==> src/rtl/snake_pkg.sv <==
// Shared scan-code constants and the PS/2 frame FSM state encoding.
package snake_pkg;

    localparam logic [7:0] KEY_UP    = 8'h75;
    localparam logic [7:0] KEY_DOWN  = 8'h72;
    localparam logic [7:0] KEY_LEFT  = 8'h6B;
    localparam logic [7:0] KEY_RIGHT = 8'h74;
    localparam logic [7:0] PFX_EXT   = 8'hE0;
    localparam logic [7:0] PFX_BRK   = 8'hF0;

    typedef enum logic [1:0] {
        IDLE   = 2'd0,
        DATA   = 2'd1,
        PARITY = 2'd2,
        STOP   = 2'd3
    } state_t;

endpackage

==> src/rtl/ps2_line_filter.sv <==
// Two-flop synchronizer followed by a deglitch filter for one PS/2 line.
// The filtered level only follows the input after FILTER_LEN equal samples.
module ps2_line_filter #(
    parameter int FILTER_LEN = 8
) (
    input  logic clk,
    input  logic reset,
    input  logic raw,
    output logic level
);

    localparam int CW = (FILTER_LEN < 2) ? 1 : $clog2(FILTER_LEN + 1);

    logic          sync0;
    logic          sync1;
    logic [CW-1:0] cnt;

    // Idle PS/2 lines float high, so every stage resets to 1.
    always_ff @(posedge clk or posedge reset) begin
        if (reset) begin
            sync0 <= 1'b1;
            sync1 <= 1'b1;
            level <= 1'b1;
            cnt   <= '0;
        end else begin
            sync0 <= raw;
            sync1 <= sync0;
            if (sync1 == level) begin
                cnt <= '0;
            end else if (cnt == CW'(FILTER_LEN - 1)) begin
                level <= sync1;
                cnt   <= '0;
            end else begin
                cnt <= cnt + 1'b1;
            end
        end
    end

endmodule

==> src/rtl/ps2_frame_decoder.sv <==
// PS/2 keyboard receiver: filters the lines, decodes 11-bit frames and folds
// E0/F0 prefixes into extended/released flags on the following key event.
module ps2_frame_decoder
    import snake_pkg::*;
#(
    parameter int FILTER_LEN     = 8,
    parameter int TIMEOUT_CYCLES = 10000
) (
    input  logic       clk,
    input  logic       reset,
    input  logic       ps2_clk,
    input  logic       ps2_data,
    output logic       code_valid,
    output logic [7:0] code,
    output logic       released,
    output logic       extended,
    output logic       frame_err
);

    localparam int TW = $clog2(TIMEOUT_CYCLES + 1);

    logic clk_f;
    logic data_f;
    logic clk_prev_reg;
    logic fall;

    ps2_line_filter #(.FILTER_LEN(FILTER_LEN)) u_clk_filter (
        .clk   (clk),
        .reset (reset),
        .raw   (ps2_clk),
        .level (clk_f)
    );

    ps2_line_filter #(.FILTER_LEN(FILTER_LEN)) u_data_filter (
        .clk   (clk),
        .reset (reset),
        .raw   (ps2_data),
        .level (data_f)
    );

    assign fall = clk_prev_reg & ~clk_f;

    state_t        state_reg, state_next;
    logic [2:0]    bit_cnt_reg, bit_cnt_next;
    logic [7:0]    shift_reg, shift_next;
    logic          parity_reg, parity_next;
    logic [TW-1:0] timeout_reg, timeout_next;
    logic          ext_reg, ext_next;
    logic          brk_reg, brk_next;
    logic [7:0]    code_next;
    logic          released_next, extended_next;
    logic          code_valid_next, frame_err_next;

    always_ff @(posedge clk or posedge reset) begin
        if (reset) begin
            clk_prev_reg <= 1'b1;
            state_reg    <= IDLE;
            bit_cnt_reg  <= '0;
            shift_reg    <= '0;
            parity_reg   <= 1'b0;
            timeout_reg  <= '0;
            ext_reg      <= 1'b0;
            brk_reg      <= 1'b0;
            code         <= 8'h00;
            released     <= 1'b0;
            extended     <= 1'b0;
            code_valid   <= 1'b0;
            frame_err    <= 1'b0;
        end else begin
            clk_prev_reg <= clk_f;
            state_reg    <= state_next;
            bit_cnt_reg  <= bit_cnt_next;
            shift_reg    <= shift_next;
            parity_reg   <= parity_next;
            timeout_reg  <= timeout_next;
            ext_reg      <= ext_next;
            brk_reg      <= brk_next;
            code         <= code_next;
            released     <= released_next;
            extended     <= extended_next;
            code_valid   <= code_valid_next;
            frame_err    <= frame_err_next;
        end
    end

    always_comb begin
        state_next      = state_reg;
        bit_cnt_next    = bit_cnt_reg;
        shift_next      = shift_reg;
        parity_next     = parity_reg;
        timeout_next    = '0;
        ext_next        = ext_reg;
        brk_next        = brk_reg;
        code_next       = code;
        released_next   = released;
        extended_next   = extended;
        code_valid_next = 1'b0;
        frame_err_next  = 1'b0;

        // Inside a frame, a stalled keyboard clock aborts after TIMEOUT_CYCLES.
        if (state_reg != IDLE && !fall) begin
            if (timeout_reg == TW'(TIMEOUT_CYCLES - 1)) begin
                state_next     = IDLE;
                frame_err_next = 1'b1;
                ext_next       = 1'b0;
                brk_next       = 1'b0;
            end else begin
                timeout_next = timeout_reg + 1'b1;
            end
        end

        if (fall) begin
            case (state_reg)
                IDLE: begin
                    if (!data_f) begin
                        state_next   = DATA;
                        bit_cnt_next = '0;
                    end
                end
                DATA: begin
                    shift_next = {data_f, shift_reg[7:1]};
                    if (bit_cnt_reg == 3'd7) begin
                        state_next = PARITY;
                    end else begin
                        bit_cnt_next = bit_cnt_reg + 1'b1;
                    end
                end
                PARITY: begin
                    parity_next = data_f;
                    state_next  = STOP;
                end
                STOP: begin
                    state_next = IDLE;
                    if (data_f && (^{shift_reg, parity_reg})) begin
                        if (shift_reg == PFX_EXT) begin
                            ext_next = 1'b1;
                        end else if (shift_reg == PFX_BRK) begin
                            brk_next = 1'b1;
                        end else begin
                            code_valid_next = 1'b1;
                            code_next       = shift_reg;
                            released_next   = brk_reg;
                            extended_next   = ext_reg;
                            ext_next        = 1'b0;
                            brk_next        = 1'b0;
                        end
                    end else begin
                        frame_err_next = 1'b1;
                        ext_next       = 1'b0;
                        brk_next       = 1'b0;
                    end
                end
                default: state_next = IDLE;
            endcase
        end
    end

endmodule

==> config.mk <==
export PLATFORM = sky130hd
export DESIGN_NAME = ps2_frame_decoder
export DESIGN_NICKNAME = d
export VERILOG_FILES = /design/src/rtl/snake_pkg.sv /design/src/rtl/ps2_line_filter.sv /design/src/rtl/ps2_frame_decoder.sv
export SDC_FILE = /design/constraint.sdc
export NUM_CORES = 1
export LEC_CHECK = 0
export ABC_AREA = 1
export CORE_ASPECT_RATIO = 2
export CORE_MARGIN = 3
export CORE_UTILIZATION = 61
export CTS_BUF_LIST = sky130_fd_sc_hd__clkbuf_4
export DETAILED_ROUTE_END_ITERATION = 7
export PLACE_DENSITY = 0.82
export REMOVE_ABC_BUFFERS = 1
export SETUP_SLACK_MARGIN = 0.1
export SYNTH_ARGS = -nofsm -noshare
export SYNTH_HDL_FRONTEND = slang
export SYNTH_SLANG_ARGS = --single-unit
==> constraint.sdc <==
create_clock -name clk -period 2 [get_ports clk]
set_input_delay 0.4 -clock clk [delete_from_list [all_inputs] [get_ports clk]]
set_output_delay 0.4 -clock clk [all_outputs]
set_load 0.01 [all_outputs]
# Yosys cells after proc, flatten, opt, wreduce, memory -nomap -nowiden
# Cells that the tools add are included.
# op_classes
add_sub_neg,4
eq_ne,13
n_mux,39
bitwise,6
n_reduce_logical,13
# ops
operator,n
2-to-1 mux 14 bit,2
2-to-1 mux 1 bit,24
"equality test 8 bit, second input constant",2
2-to-1 mux 4 bit,4
"adder 14 x 1 -> 14 bit, second input constant",1
"equality test 14 bit, second input constant",1
2-to-1 mux 2 bit,5
parity 9 bit,1
"adder 4 x 1 -> 4 bit, second input constant",2
"equality test 4 x 3 -> 1 bit, second input constant",2
one-hot mux 2 bit (4 select lines),1
AND reduction 2 bit,4
2-to-1 mux 3 bit,2
one-hot mux 3 bit (2 select lines),1
NOT 1 bit,5
AND reduction 5 bit,1
"equality test 2 bit, second input constant",2
"!= test 2 bit, second input constant",2
AND reduction 4 bit,1
nonzero test 2 bit,2
"adder 3 x 1 -> 3 bit, second input constant",1
"equality test 3 bit, second input constant",1
equality test 1 bit,2
"equality test 2 x 1 -> 1 bit, second input constant",1
4 further kinds,5
# totals
reg_bits,57
inputBits,4
out_inout_bits,12
word_cells,96

# Depth between registers and ports, before layout
# logic_depth
depth_word,10
depth_mapped,13

# Cells and area by module
# A second synthesis with hierarchy kept.
# unflattened
hier_cells,338
hier_area_um2,2760.1
# by_module_without_submodules
mod,instances,cells_per_inst,area_per_inst_um2
ps2_frame_decoder,1,278,2189.6
ps2_line_filter,2,30,285.3

# Least setup slack after synthesis
# Ideal clock, no wire load.
# synth_timing
path_kind,reg-to-reg
startpoint,reg timeout_reg[0]
endpoint,reg state_reg[0]
arrival_time_ns,1.365
t_required_ns,1.884
setup_slack_ns,0.519
stages_incl_launch_ff,11
path_buffers,0
path_cell_list,dfrtp_1 -> ha_1 -> nand2_1 -> nor2_2 -> inv_2 -> nor3_2 -> nand2_1 -> nand3_1 -> nand2_1 -> nand2_1 -> nand2_1
# synth_via
elab_chain_len,6
# synth_rtl
item,line_no,text
from (decl),ps2_frame_decoder.sv:47,"logic [TW-1:0] timeout_reg, timeout_next;"
from (signal assigned),ps2_frame_decoder.sv:75,timeout_reg <= timeout_next;
equality test 14 bit *,ps2_frame_decoder.sv:102,if (timeout_reg == TW'(TIMEOUT_CYCLES - 1)) begin
2-to-1 mux 2 bit *,ps2_frame_decoder.sv:102,
2-to-1 mux 2 bit *,ps2_frame_decoder.sv:101,if (state_reg != IDLE && !fall) begin
"2-to-1 mux 2 bit, on equally long branches","ps2_frame_decoder.sv:122, ps2_frame_decoder.sv:115",
one-hot mux 2 bit (4 select lines),ps2_frame_decoder.sv:113,case (state_reg)
2-to-1 mux 2 bit *,ps2_frame_decoder.sv:112,if (fall) begin
via state_next[0],ps2_frame_decoder.sv:43,"state_t state_reg, state_next;"
to (signal assigned),ps2_frame_decoder.sv:71,state_reg <= state_next;
to (decl),ps2_frame_decoder.sv:43,
# The timed path passes the listed nets; every way through them passes the cells marked *.
# A chain may end at the register's enable or synchronous reset.

# Worst setup path after layout
# layout_timing
startpoint,reg timeout_reg[0]
endpoint,reg ext_reg
# layout_via
elab_chain_len,8
# layout_rtl
item,line_no,text
equality test 14 bit *,ps2_frame_decoder.sv:102,
2-to-1 mux 1 bit *,ps2_frame_decoder.sv:102,
2-to-1 mux 1 bit *,ps2_frame_decoder.sv:101,
2-to-1 mux 1 bit,ps2_frame_decoder.sv:137,end else if (shift_reg == PFX_BRK) begin
2-to-1 mux 1 bit,ps2_frame_decoder.sv:135,if (shift_reg == PFX_EXT) begin
2-to-1 mux 1 bit,ps2_frame_decoder.sv:134,"if (data_f && (^{shift_reg, parity_reg})) begin"
2-to-1 mux 1 bit,ps2_frame_decoder.sv:113,
2-to-1 mux 1 bit *,ps2_frame_decoder.sv:112,
via ext_next,ps2_frame_decoder.sv:48,"logic ext_reg, ext_next;"
to (signal assigned),ps2_frame_decoder.sv:76,ext_reg <= ext_next;
to (decl),ps2_frame_decoder.sv:48,
# Marked as above.

==> results_dict.tcl <==
set metrics [dict create \
    ys_seq_area_frac 0.5552 \
    gr-usage-all-layers 0.2077 \
    outcome "finished, final reports clean" \
    vias 1954 \
    period_share 0.8531 \
    timing.final.crit_period_ns 1.706 \
    cpMostUsedCell "nand2_1" \
    ys_ff_latch 57 \
    start_util 0.6521 \
    max_stage_delay_ns 0.38 \
    routed_via_density 5.183 \
    final_cell_area_sq_mm 0.002914 \
    cellPowerDensity_mw_per_mm2 949.0 \
    wl_per_cell_um 11.85 \
    ant_nets 0 \
    placed_area_sq_mm 0.002804 \
    clock_path_buffers 2 \
    io_buffers 15 \
    synth_cell_types 29 \
    clock_latency_ns 0.38 \
    cts_made_buffers 9 \
    clk_pin_slew_ns 0.10 \
    fin_setup_tns_ns 0 \
    max_cap_viol_count 0 \
    path_buf_inv 1 \
    clock_sinks 57 \
    top_level_ports 16 \
    syn_to_final_growth_pct 12.73 \
    largest_reg_flops 14 \
    num_antenna_cells 0 \
    drc 0 \
    cp_top_family "simple AND/OR/NAND/NOR gates" \
    routabilityCongestion 0.7719 \
    critical_path_class "flop to flop" \
    fp.dieW_um 52.03 \
    syn_area_sq_mm 0.002585 \
    rows 32 \
    peakVddDrop_mv 0.9070 \
    drv_slew 0 \
    finalSetupViolations 0 \
    power.total_w 0.002765 \
    post-place-ws_ns 0.2908 \
    yosysTopAreaCell "dfrtp_1" \
    worstMarginPinSlew_ns 0.4418 \
    nNetsFinal 330 \
    path_max_fanout 4 \
    slew_headroom 0.7032 \
    ys_warn_count 0 \
    cpMaxStageDelayCell "dfrtp_1" \
    netlist_instances 296 \
    drt-initial-drc-count 31 \
    max_freq_mhz 586.1 \
    dieArea_sq_mm 0.005102 \
    post_cts_buffers 0 \
    grt_pass1_vias 1936 \
    path_cells "ha_1 -> nand2_1 -> nor2_2 -> inv_2 -> nor3_2 -> nand2_1 -> a21oi_1 -> nor2_1" \
    cts_resized 0 \
    cp-start-kind "flop" \
    grt_pass1_wl_um 7962 \
    grt_max_degree 58 \
    worstHoldPathType "flop to flop" \
    htree_levels 3 \
    endpoint_kind "flop" \
    finalWorstSetupSlack_ns 0.2939 \
    p_leak_nw 1.425 \
    finClkSkew_ns 0.01340 \
    grt.overflow.total 0 \
    yosys-top-cells-area "dfrtp_1 (48%), nand2_1 (12%), dfstp_2 (7.1%)" \
    cp_data_arrival_time_ns 1.97 \
    root_buffer "clkbuf_4" \
    antenna_found_initial 0 \
    synth_top_area_frac 0.4840 \
    syn_avg_cell_area_sq_um 8.733 \
    dr.pass1.iters 4 \
    hpwl_um 3278 \
    core_sq_mm 0.003964 \
    drive_gt1_frac 0.1074 \
    wl_um 4469 \
    rsz0062_at_grt "no" \
    tritoncts "yes" \
    die_h_um 98.06 \
    cts_hold_buf 0 \
    hold_violations 0 \
    worstPathRequired_ns 2.26 \
]
## final timing paths
path	cells past startpoint	startpoint	slack [ns]	end
min	0	u_clk_filter.sync0	0.36	u_clk_filter.sync1
min reg2reg	0	u_clk_filter.sync0	0.36	u_clk_filter.sync1
min in group asynchronous	3	reset	0.38	u_data_filter.cnt[1]
max reg2reg	8	timeout_reg[0]	0.29	ext_reg
max	8	timeout_reg[0]	0.29	ext_reg
max in group asynchronous	3	reset	1.33	u_data_filter.sync1
## cells in the mapped netlist
library cell / n
nand2_1: 84
dfrtp_1: 50
inv_1: 40
nor2_1: 31
o21ai_0: 16
nand3_1: 10
a21oi_1: 8
dfstp_2: 7
nor3_1: 7
xnor2_1: 6
ha_1: 5
xor2_1: 5
nand3b_1: 4
nand2_2: 3
nor2_2: 3
a31oi_1: 2
and3_1: 2
nand4_1: 2
a211oi_1: 1
buf_6: 1
clkbuf_1: 1
inv_2: 1
mux2_2: 1
mux2i_1: 1
nand3_2: 1
nand4_2: 1
nor2_4: 1
nor3_2: 1
nor3b_1: 1
## metal layers
layer | wire (um) | up-vias | global-route usage
li1 | - | 981 | -
met1 | 1716 | 934 | 0.2272
met2 | 2502 | 29 | 0.3550
met3 | 155 | 10 | 0.06260
met4 | 95 | 0 | 0.09293
met5 | 0 | - | 0
## cell families (layout without fill, tap and decap cells)
group           count (synthesis)  after routing  share of synthesized area
fa+ha+maj                       5              5                    0.02420
xor+xnor                       11             11                    0.03727
mux                             2              2                   0.008228
buf+inv                        43             73                    0.06534
simple gates                  151            151                     0.2556
flops                          57             57                     0.5552
compound gates                 27             27                    0.05421
## area by class of cell
cell class	count	area (sq um)
inverters	41	153.9
well taps	51	63.81
flip-flops and latches	57	1435
clock inverters	5	22.52
multi-input cells	196	985.9
clock buffers	11	82.58
fillers	293	1050
repair buffers	16	170.2
## report_power, final
group	switching, W	internal, W
logic	0.000414	0.000235
clock network	0.000382	0.000270
registers	0.000135	0.00133
total	0.000930	0.00184
## layout by cell type, fill, tap and decap left out
master / Yosys / final
nand2_1: 84 / 84
dfrtp_1: 50 / 50
inv_1: 40 / 39
nor2_1: 31 / 31
o21ai_0: 16 / 16
clkdlybuf4s50_1: 0 / 15
clkbuf_4: 0 / 11
nand3_1: 10 / 10
a21oi_1: 8 / 8
nor3_1: 7 / 7
dfstp_2: 7 / 7
xnor2_1: 6 / 6
xor2_1: 5 / 5
ha_1: 5 / 5
nand3b_1: 4 / 4
nand2_2: 3 / 3
clkinv_2: 0 / 3
nor2_4: 1 / 2
nor2_2: 3 / 2
inv_2: 1 / 2
nand4_1: 2 / 2
and3_1: 2 / 2
a31oi_1: 2 / 2
clkinv_1: 0 / 2
nand3_2: 1 / 1
nand4_2: 1 / 1
nor3_2: 1 / 1
nor3b_1: 1 / 1
mux2_2: 1 / 1
a211oi_1: 1 / 1
mux2i_1: 1 / 1
buf_12: 0 / 1
## worst reg2reg max path, stage by stage (launching register included)
cell and delay, ns:
dfrtp_1 0.38, ha_1 0.17, nand2_1 0.08, nor2_2 0.20, inv_2 0.06, nor3_2 0.29
nand2_1 0.17, a21oi_1 0.18, nor2_1 0.07
## through the flow
| step | hold WS, ns | instances | utilization |
|---|---|---|---|
| floorplan | 0.3452 | 294 | - |
| global placement | 0.3457 | 361 | 0.7074 |
| detailed placement | 0.3473 | 361 | 0.7074 |
| CTS | 0.3601 | 377 | 0.7339 |
| global route | 0.3681 | 377 | 0.7352 |
| finish | 0.3577 | 377 | 0.7352 |
Note: power is estimated with default switching activity, not from simulation.
